[config.mk]
export PLATFORM = sky130hd
export DESIGN_NAME = cache_arbiter
export DESIGN_NICKNAME = d
export VERILOG_FILES = /design/src/rtl/cache_pkg.sv /design/src/rtl/cache_arb_timer.sv /design/src/rtl/cache_arbiter.sv
export SDC_FILE = /design/constraint.sdc
export NUM_CORES = 1
export LEC_CHECK = 0
export CAP_MARGIN = 5
export CORE_AREA = 4 4 166 168
export CTS_BUF_LIST = sky130_fd_sc_hd__clkbuf_4 sky130_fd_sc_hd__clkbuf_8
export CTS_CLUSTER_SIZE = 40
export DETAILED_ROUTE_END_ITERATION = 12
export DIE_AREA = 0 0 170 172
export GPL_TIMING_DRIVEN = 0
export MAX_ROUTING_LAYER = met4
export PLACE_DENSITY = 0.79
export RECOVER_POWER = 50
export SYNTH_ARGS = -nofsm -noshare
export SYNTH_HDL_FRONTEND = slang
export SYNTH_HIERARCHICAL = 1
export SYNTH_SLANG_ARGS = --single-unit
[constraint.sdc]
create_clock -name clock -period 20.2 [get_ports clock]
set_clock_uncertainty 0.15 [all_clocks]
set_input_delay 3.03 -clock clock [delete_from_list [all_inputs] [get_ports clock]]
set_output_delay 3.03 -clock clock [all_outputs]
set_load 0.05 [all_outputs]
[src/rtl/cache_pkg.sv]
// cache_pkg: shared cache types and constants.
// Provides the arbiter state encoding and the write-mode constants used by
// the cache blocks. No ports.
package cache_pkg;
  typedef enum logic [1:0] {IDLE, BUSY, DONE, RELEASE} arb_state_t;
  localparam int WRITE_AROUND  = 0;
  localparam int WRITE_THROUGH = 1;
  localparam int WRITE_BACK    = 2;
endpackage

[src/rtl/cache_arb_timer.sv]
// cache_arb_timer: watchdog counter for a granted lower-level transaction.
// Ports: clock, reset (sync, active-high); clear zeroes the count; run counts
// one per cycle; expired is high while running with count == TIMEOUT-1
// (never when TIMEOUT == 0).
module cache_arb_timer
  import cache_pkg::*;
#(
  parameter int TIMEOUT = 256
) (
  input  logic clock,
  input  logic reset,
  input  logic clear,
  input  logic run,
  output logic expired
);
  localparam int CW = TIMEOUT > 0 ? $clog2(TIMEOUT + 1) : 1;
  logic [CW-1:0] r_cnt;
  assign expired = (TIMEOUT != 0) && run && (r_cnt == CW'(TIMEOUT - 1));
  always_ff @(posedge clock) begin
    if (reset || clear) r_cnt <= '0;
    else if (run && !expired) r_cnt <= r_cnt + CW'(1);
  end
endmodule

[src/rtl/cache_arbiter.sv]
// cache_arbiter: two-port round-robin arbiter sharing one lower memory level.
// Ports: clock/reset (sync, active-high); per requester k: addrInk, dataUpInk,
// enableInk, writeInk in and dataUpOutk, fetchCompletek, writeCompleteOutk out;
// to the lower level: addrOut, dataDownOut, enableOut, writeOut out and
// dataDownIn, fetchReceive, writeCompleteIn in; timeoutOut pulses on watchdog
// expiry. All outputs are registered.
module cache_arbiter
  import cache_pkg::*;
#(
  parameter int ADDR_LENGTH = 10,
  parameter int DATA_WIDTH  = 64,
  parameter int TIMEOUT     = 256
) (
  input  logic                   clock,
  input  logic                   reset,
  input  logic [ADDR_LENGTH-1:0] addrIn0,
  input  logic [ADDR_LENGTH-1:0] addrIn1,
  input  logic [DATA_WIDTH-1:0]  dataUpIn0,
  input  logic [DATA_WIDTH-1:0]  dataUpIn1,
  input  logic                   enableIn0,
  input  logic                   enableIn1,
  input  logic                   writeIn0,
  input  logic                   writeIn1,
  output logic [DATA_WIDTH-1:0]  dataUpOut0,
  output logic [DATA_WIDTH-1:0]  dataUpOut1,
  output logic                   fetchComplete0,
  output logic                   fetchComplete1,
  output logic                   writeCompleteOut0,
  output logic                   writeCompleteOut1,
  output logic [ADDR_LENGTH-1:0] addrOut,
  output logic [DATA_WIDTH-1:0]  dataDownOut,
  output logic                   enableOut,
  output logic                   writeOut,
  input  logic [DATA_WIDTH-1:0]  dataDownIn,
  input  logic                   fetchReceive,
  input  logic                   writeCompleteIn,
  output logic                   timeoutOut
);
  arb_state_t r_state, w_next;
  logic r_prio, r_win;
  logic [1:0] r_fc, r_wc;
  logic [DATA_WIDTH-1:0] r_dup [2];
  logic w_req, w_pick, w_en_win, w_cmp, w_exp;
  assign w_req    = enableIn0 | enableIn1;
  assign w_pick   = (enableIn0 & enableIn1) ? r_prio : enableIn1;
  assign w_en_win = r_win ? enableIn1 : enableIn0;
  assign w_cmp    = fetchReceive | writeCompleteIn;
  assign dataUpOut0        = r_dup[0];
  assign dataUpOut1        = r_dup[1];
  assign fetchComplete0    = r_fc[0];
  assign fetchComplete1    = r_fc[1];
  assign writeCompleteOut0 = r_wc[0];
  assign writeCompleteOut1 = r_wc[1];
  cache_arb_timer #(.TIMEOUT(TIMEOUT)) u_timer (
    .clock  (clock),
    .reset  (reset),
    .clear  (r_state != BUSY),
    .run    (r_state == BUSY),
    .expired(w_exp)
  );
  // A lower-level completion outranks both expiry and an abort in the same cycle.
  always_comb begin
    w_next = r_state;
    case (r_state)
      IDLE:    w_next = w_req ? BUSY : IDLE;
      BUSY:    w_next = (w_cmp || w_exp) ? DONE : (w_en_win ? BUSY : RELEASE);
      DONE:    w_next = w_en_win ? DONE : RELEASE;
      default: w_next = IDLE;
    endcase
  end
  always_ff @(posedge clock) begin
    if (reset) begin
      r_state     <= IDLE;
      r_prio      <= 1'b0;
      r_win       <= 1'b0;
      r_fc        <= '0;
      r_wc        <= '0;
      r_dup[0]    <= '0;
      r_dup[1]    <= '0;
      addrOut     <= '0;
      dataDownOut <= '0;
      enableOut   <= 1'b0;
      writeOut    <= 1'b0;
      timeoutOut  <= 1'b0;
    end else begin
      r_state    <= w_next;
      timeoutOut <= 1'b0;
      case (r_state)
        IDLE: if (w_req) begin
          r_win       <= w_pick;
          addrOut     <= w_pick ? addrIn1 : addrIn0;
          dataDownOut <= w_pick ? dataUpIn1 : dataUpIn0;
          writeOut    <= w_pick ? writeIn1 : writeIn0;
          enableOut   <= 1'b1;
        end
        BUSY: if (w_cmp) begin
          enableOut <= 1'b0;
          if (fetchReceive) begin
            r_dup[r_win] <= dataDownIn;
            r_fc[r_win]  <= 1'b1;
          end
          if (writeCompleteIn) r_wc[r_win] <= 1'b1;
        end else if (w_exp) begin
          enableOut    <= 1'b0;
          timeoutOut   <= 1'b1;
          r_dup[r_win] <= '0;
          if (writeOut) r_wc[r_win] <= 1'b1;
          else r_fc[r_win] <= 1'b1;
        end else if (!w_en_win) enableOut <= 1'b0;
        DONE: if (!w_en_win) begin
          r_fc <= '0;
          r_wc <= '0;
        end
        default: r_prio <= ~r_win;
      endcase
    end
  end
endmodule
# == Yosys cells after proc, flatten, opt, wreduce, memory -nomap -nowiden ==
# Memory sizes are Yosys's and may differ from the RTL's.
# Index checks and enable logic that the tools add are counted.
# totals
mem_count,1
inputBits,220
register_bits,94
ram_bits,128
elab_cells,93
# op_classes
bitwise,7
add_sub_neg,1
muxes,44
reduce_logical,15
order_cmp,2
eq_ne,12
# memory_table
name,depth,width,read_ports,rd_ports_with_merged_regs,write_ports,line,rtl
r_dup,2,64,2,0,2,cache_arbiter.sv:42,logic [DATA_WIDTH-1:0] r_dup [2];
# ops
operator,count
$mux 64,3
$reduce_or 64->1,1
$mux 1,24
$mux 2,11
$ne 3x3->1 const B,5
$mux 10,1
$reduce_and 5->1,2
$add 9x1->9 const B,1
$eq 9x8->1 const B,1
$pmux 2 s2,2
$pmux 2 s3,1
$ne 2x2->1 const B,2
$ne 4x4->1 const B,1
$or 2x2->2,2
$reduce_bool 2->1,2
$logic_and 1x1->1,3
$or 1x1->1,3
$reduce_and 3->1,1
$reduce_or 3->1,1
$eq 2x1->1 const B,1
$eq 2x2->1 const B,1
$logic_not 2->1,1
$logic_or 1x1->1,2
$lt 1x2->1 const B,1
8 further kinds,8

# == Longest topological paths before layout ==
# depth
depth_word,10
mapped_depth,8
ltp_nobuf,8

# == Modules after synthesis ==
# Netlist, hierarchy kept.
# by_module_without_submodules
mod,seq_area_each_um2,n_inst,cells_each,area_per_inst_um2
cache_arbiter,5545.3,1,774,9131.3
cache_arb_timer,180.2,1,50,442.9

# == Worst setup path before layout ==
# OpenSTA, ideal clock, no wires.
# synth_timing
path_kind,input port to flip-flop
startpoint,input writeCompleteIn
endpoint,memory r_dup[1][0] (enable)
n_path_buf,0
t_required_ns,19.469
path_stages,3
arrival_ns,7.873
setup_slack_ns,11.596
path_cell_list,inv_1 -> a21oi_1 -> o31ai_1
# synth_lines
element,line,rtl
"start, declared",cache_arbiter.sv:36,"input logic writeCompleteIn,"
"end, declared",cache_arbiter.sv:42,

==> flow_summary.json <==
{
  "total_power_mw": 1.58,
  "cp-start-kind": "input pin",
  "ys.warnings.count": 6,
  "row_count": 59,
  "worstMarginPinSlew_ns": 1.12,
  "status": "finished clean",
  "grt_max_degree": 20,
  "crit_type": "in -> reg",
  "dieWidth_um": 170,
  "fin_crit_sh_pct": 29.2,
  "numCtsBuffers": 37,
  "ctsResizeCount": 0,
  "clk_latency_ns": 0.51,
  "grt_first_pass_wirelength_um": 50000,
  "syn_area_um2": 9570,
  "cpMaxStageDelayCell": "o31ai_1",
  "die_h_um": 172,
  "dpl.hpwl_um": 26200,
  "via_per_inst": 5.23,
  "post_cts.repair.setup_buffers": 0,
  "drv_cap": 0,
  "cts_tree": "yes",
  "nFillCells": 2143,
  "crit_required_ns": 20.26,
  "finalSetupViolCount": 0,
  "drive_gt1_share_pct": 11.2,
  "setup_slack_ns": 14.31,
  "finalWirelength_um": 34300,
  "fin_area_um2": 15100,
  "cp_cell_sequence": "dlygate4sd3_1 > a21oi_1 > o31ai_1 > clkbuf_1 > buf_8 > buf_8",
  "grt_pass1_vias": 9006,
  "finalCriticalPeriod_ns": 5.89,
  "antenna_found_initial": 2,
  "drc": 0,
  "wl_per_cell_um": 20.7,
  "nNetsFinal": 1520,
  "place_area_um2": 14400,
  "ant_nets": 0,
  "io_buffers": 427,
  "syn_nets": 1046,
  "avgSynthCellArea_um2": 11.6,
  "core_area_um2": 25900,
  "synth_ff_type": "edfxtp_1",
  "dieArea_um2": 29200,
  "endpoint_kind": "flip-flop",
  "reg2reg_setup_slack_ns": 16.35,
  "clock_sinks": 222,
  "rsz0062_at_grt": "no",
  "area_delta_synth_final_pct": 57.5,
  "gr-total-overflow": 0,
  "fin_setup_tns_ns": 0,
  "p_leak_nw": 5.53,
  "fmax_ghz": 0.170,
  "hold_buffers": 0,
  "crit_arrival_ns": 5.96,
  "ioPinCount": 429,
  "hold_path.class": "reg -> reg",
  "synth_edf_count": 128,
  "max-vdd-ir-drop_mv": 0.0726,
  "clk_pin_slew_ns": 0.06,
  "grt_usage_pct": 22.5,
  "start_util_pct": 37.0,
  "power_density_nw_per_um2": 105,
  "slew_viol_final": 0,
  "place_ws_ns": 14.44,
  "drt_iter0_drc": 553,
  "max_stage_delay_ns": 0.86,
  "yosysSeqAreaShare_pct": 59.8,
  "synth_seq_cells": 222,
  "ctsLongestPathBuffers": 3,
  "synthArstFlopShare_pct": 0,
  "htree_levels": 2,
  "finalCoreUtilization_pct": 58.2,
  "final-instance-count-excl-fill": 1655,
  "place_inst": 1594,
  "globalplace.congestion": 0.962,
  "yosys.cell_types.count": 41,
  "vias": 8657,
  "drtPass1Iterations": 5,
  "hold_ws_ns": 0.291,
  "cp_max_fo": 19,
  "syn_inst": 824,
  "crit_path_frequent_cell": "buf_8",
  "root_buffer": "clkbuf_8",
  "finalHoldViolCount": 0,
  "slew_headroom_pct": 25.2
}
report_power, final:
| group | total, mW | switching [mW] | internal [mW] | leakage [nW] |
|---|---|---|---|---|
| combinational | 0.607 | 0.400 | 0.207 | 3.05 |
| sequential | 0.579 | 0.0324 | 0.546 | 2.11 |
| clock | 0.396 | 0.173 | 0.223 | 0.379 |
sequential cells by signal, indices dropped and copies added (netlist names), 2 cells and up:
| signal | count |
|---|---|
| addrOut | 10 |
| r_dup | 128 |
| r_state | 2 |
| dataDownOut | 64 |
| r_fc | 2 |
| r_wc | 2 |
| u_timer/r_cnt | 9 |
worst paths after layout:
path                     from            to  depth (start not counted)
max reg2reg  u_timer/r_cnt[0]  r_dup[0][29]                         10
max              fetchReceive  r_dup[0][29]                          6
min                   r_wc[0]       r_wc[0]                          2
min reg2reg           r_wc[0]       r_wc[0]                          2
cells in the final DEF (no fill, tap or decap), types with 43 or more instances in the layout:
master	instances
clkbuf_8	43
edfxtp_1	128
a21oi_1	89
clkdlybuf4s50_1	292
dfxtp_1	94
clkbuf_1	59
a311oi_2	50
dlygate4sd3_1	135
nand3_1	78
and2_1	129
o21ai_0	82
routing by layer:
layer / vias up / global-route usage, % / wire length, um
met1: 4117 / 24.0 / 12200
met4: 0 / 6.74 / 717
li1: 4031 / - / -
met5: - / - / 0
met3: 58 / 6.70 / 3510
met2: 451 / 40.7 / 17800
synthesized netlist by cell type, types with 5 or more instances:
master / count / area share (%)
a21oi_1: 89 / 4.7
a311oi_1: 25 / 2.3
a311oi_2: 50 / 7.8
and2_1: 129 / 8.4
buf_2: 14 / 0.73
buf_6: 8 / 0.94
clkbuf_1: 50 / 2.0
clkbuf_2: 12 / 0.63
dfxtp_1: 94 / 20
edfxtp_1: 128 / 40
inv_1: 8 / 0.31
nand3_1: 78 / 4.1
nor2_1: 6 / 0.24
nor3_1: 6 / 0.31
o21ai_0: 82 / 4.3
o31ai_1: 5 / 0.39
area by class of cell:
type | count | area, um2 | area share [%]
clock buffers | 53 | 667 | 4.42
multi-input cells | 509 | 3410 | 22.6
clock inverters | 6 | 58.8 | 0.390
inverters | 9 | 33.8 | 0.224
well taps | 335 | 419 | 2.78
flip-flops and latches | 222 | 5730 | 38.0
plain buffers | 84 | 394 | 2.61
repair buffers | 435 | 4370 | 29.0
diodes | 2 | 5.00 | 0.0332
cells by family (layout without fill, tap and decap cells):
family / count (synthesis) / in the layout / synth area share [%]
other: 0 / 2 / 0
multiplexers: 3 / 3 / 0.327
adder cells (fa/ha/maj): 2 / 2 / 0.261
buffers and inverters: 93 / 587 / 4.61
AO/OA/AOI/OAI: 254 / 254 / 19.7
AND/OR/NAND/NOR: 248 / 248 / 15.1
flip-flops: 222 / 222 / 59.8
XOR/XNOR: 2 / 2 / 0.183
critical path, delay by kind of cell:
kind,cells,cell delay [ns]
AO/OA/AOI/OAI,2,0.96
buffers and inverters,4,1.94
(Power assumes the default switching activity.)
==> edit: new RTL, same flow settings <==
Encoding of `arb_state_t`: now Gray code (2 bits for 4 states).
--- a/src/rtl/cache_pkg.sv
+++ b/src/rtl/cache_pkg.sv
@@ -3,5 +3,5 @@
 // the cache blocks. No ports.
 package cache_pkg;
-  typedef enum logic [1:0] {IDLE, BUSY, DONE, RELEASE} arb_state_t;
+  typedef enum logic [1:0] {IDLE = 2'b00, BUSY = 2'b01, DONE = 2'b11, RELEASE = 2'b10} arb_state_t;
   localparam int WRITE_AROUND  = 0;
   localparam int WRITE_THROUGH = 1;
Function: same outputs for any inputs over 4 cycles, from zero or initial values and one cycle with reset high; so few cycles prove little.
==> edit against the unedited design <==
  * The flow now finishes with violations (capacitance limit, slew limit)
  * Synthesized area increased by 2.1%
  * Routed wire length up 5.0%
  * Setup slack better by 0.24 ns
  * Sequential cell count unchanged
  * Register-to-register slack improved by 0.78 ns
  * Clock power is 2% higher
  * Cell area up 1.0%
  * Power down 17%
  * Critical path type unchanged
  * Largest power group is now sequential cells
  * Highest routed layer unchanged
==> edit: results (changes against the unedited design) <==
Global route
The pin count of the biggest net entering global routing is 31 (+55%). The initial antenna violation count is 5 (+3). The wire length of the first global-routing pass was 52.64 mm (+5.4%).

The global-route total usage across every layer is 24.15% (+1.6 points).

Placement
The worst slack at placement is 14.12 ns (-0.3270 ns). The instance area at placement is 0.01457 mm² (+0.92%). The number of placed instances, taps included is 1587 (-0.44%). The last weighted congestion value of the routability-driven placer is 0.9623 (about the same).

Synth
The synthesized area per cell is 11.90 µm² (+2.5%). The part of the Yosys area used for sequential elements is 58.58% (-1.2 points). The post-synthesis net count is 1043 (-0.29%). Ranked by total cell area, the synthesized netlist is headed by edfxtp_1 39%, dfxtp_1 19%, and2_1 8.3%. The post-synthesis cell type count was 48 (+17%). By count the netlist is led by 129 x and2_1, 128 x edfxtp_1, 94 x dfxtp_1.

Route
The routed wirelength normalized by instance count is 21.69 µm (+4.7%). The number of DRC violations after detailed-routing iteration 0 is 589 (+6.5%). The via count came to 8724 (+0.77%).

The total routed wirelength is 35.99 mm (+5.0%).

Timing
The number of pins with negative max-slew slack in the final report is 22 (+22). The normalized max-slew margin is -17.27% (-42 points).

Worst setup path
The maximum fanout along the worst path is 10 (-9). On the critical path, the stage with the largest delay is an instance of nor3_1. The highest cell delay on the worst timing path was 1.32 ns (+0.46 ns).

Job
The reported max-cap violation count is 2 (+2).

Final layout
The layout filler cell count is 2145 (+0.093%). The share of post-route cells with drive strength above 1 was 10.39% (-0.84 points). The layout net count is 1514 (-0.39%).

Clock tree
The CTS buffer count is 38 (+2.7%).

Run status
The flow ran to the end, but the final reports show violations. The final reports fail on capacitance limit, slew limit.

Power and ir drop
The static power due to leakage came to 5.591 nW (+1.0%). The peak ir drop on the vdd network came to 50.09 µV (-31%).

Floorplan
The initial cell density of the core is 37.72% (+0.77 points).
[edit: power breakdown]
part / switching (mW) / internal [mW] / total (mW) / leakage [nW]
combinational: 0.239 / 0.133 / 0.372 / 3.08
clock: 0.183 / 0.220 / 0.403 / 0.404
sequential: 0.0178 / 0.517 / 0.535 / 2.11
[edit: per-layer routing]
| layer | global-route usage [%] | share of wire (%) | up-vias |
|---|---|---|---|
| li1 | - | - | 4024 |
| met1 | 26.04 | 36 | 4170 |
| met2 | 42.48 | 51 | 448 |
| met3 | 7.888 | 10 | 82 |
| met4 | 7.465 | 3.1 | 0 |
| met5 | - | 0 | - |
[edit: final cells by class]
| type | count | area share (%) |
|---|---|---|
| Multi-Input combinational cell | 509 | 23.40 |
| Inverter | 6 | 0.1478 |
| Antenna cell | 5 | 0.08212 |
| Buffer | 84 | 2.562 |
| Sequential cell | 222 | 37.58 |
| Timing Repair Buffer | 431 | 28.58 |
| Clock inverter | 11 | 0.3777 |
| Clock buffer | 56 | 4.525 |
| Tap cell | 335 | 2.751 |
[edit: cells by family after synthesis]
family                     share of synthesized area (%)
AOI/OAI and AO/OA                                  19.52
and+or+nand+nor                                    16.69
DFF                                                58.58
buffers and inverters                              4.340
muxes                                             0.4225
xor gates and xnor gates                          0.1793
adders and majority gates                         0.2560
[edit: worst paths after layout]
check | cells past startpoint | slack (ns) | start | to
setup reg to reg | 5 | 17.13 | r_win$_SDFFE_PP0N_ | r_dup[1][24]$_SDFFCE_PN0P_
hold reg to reg | 2 | 0.31 | u_timer/r_cnt[8]$_SDFFE_PP0P_ | u_timer/r_cnt[8]$_SDFFE_PP0P_
setup / recovery | 5 | 14.55 | reset | r_dup[1][24]$_SDFFCE_PN0P_
hold / removal | 2 | 0.31 | u_timer/r_cnt[8]$_SDFFE_PP0P_ | u_timer/r_cnt[8]$_SDFFE_PP0P_
[edit: critical path, delay by kind of cell]
family	cells	cell delay, ns
buffers and inverters	2	1.10
and+or+nand+nor	3	1.73
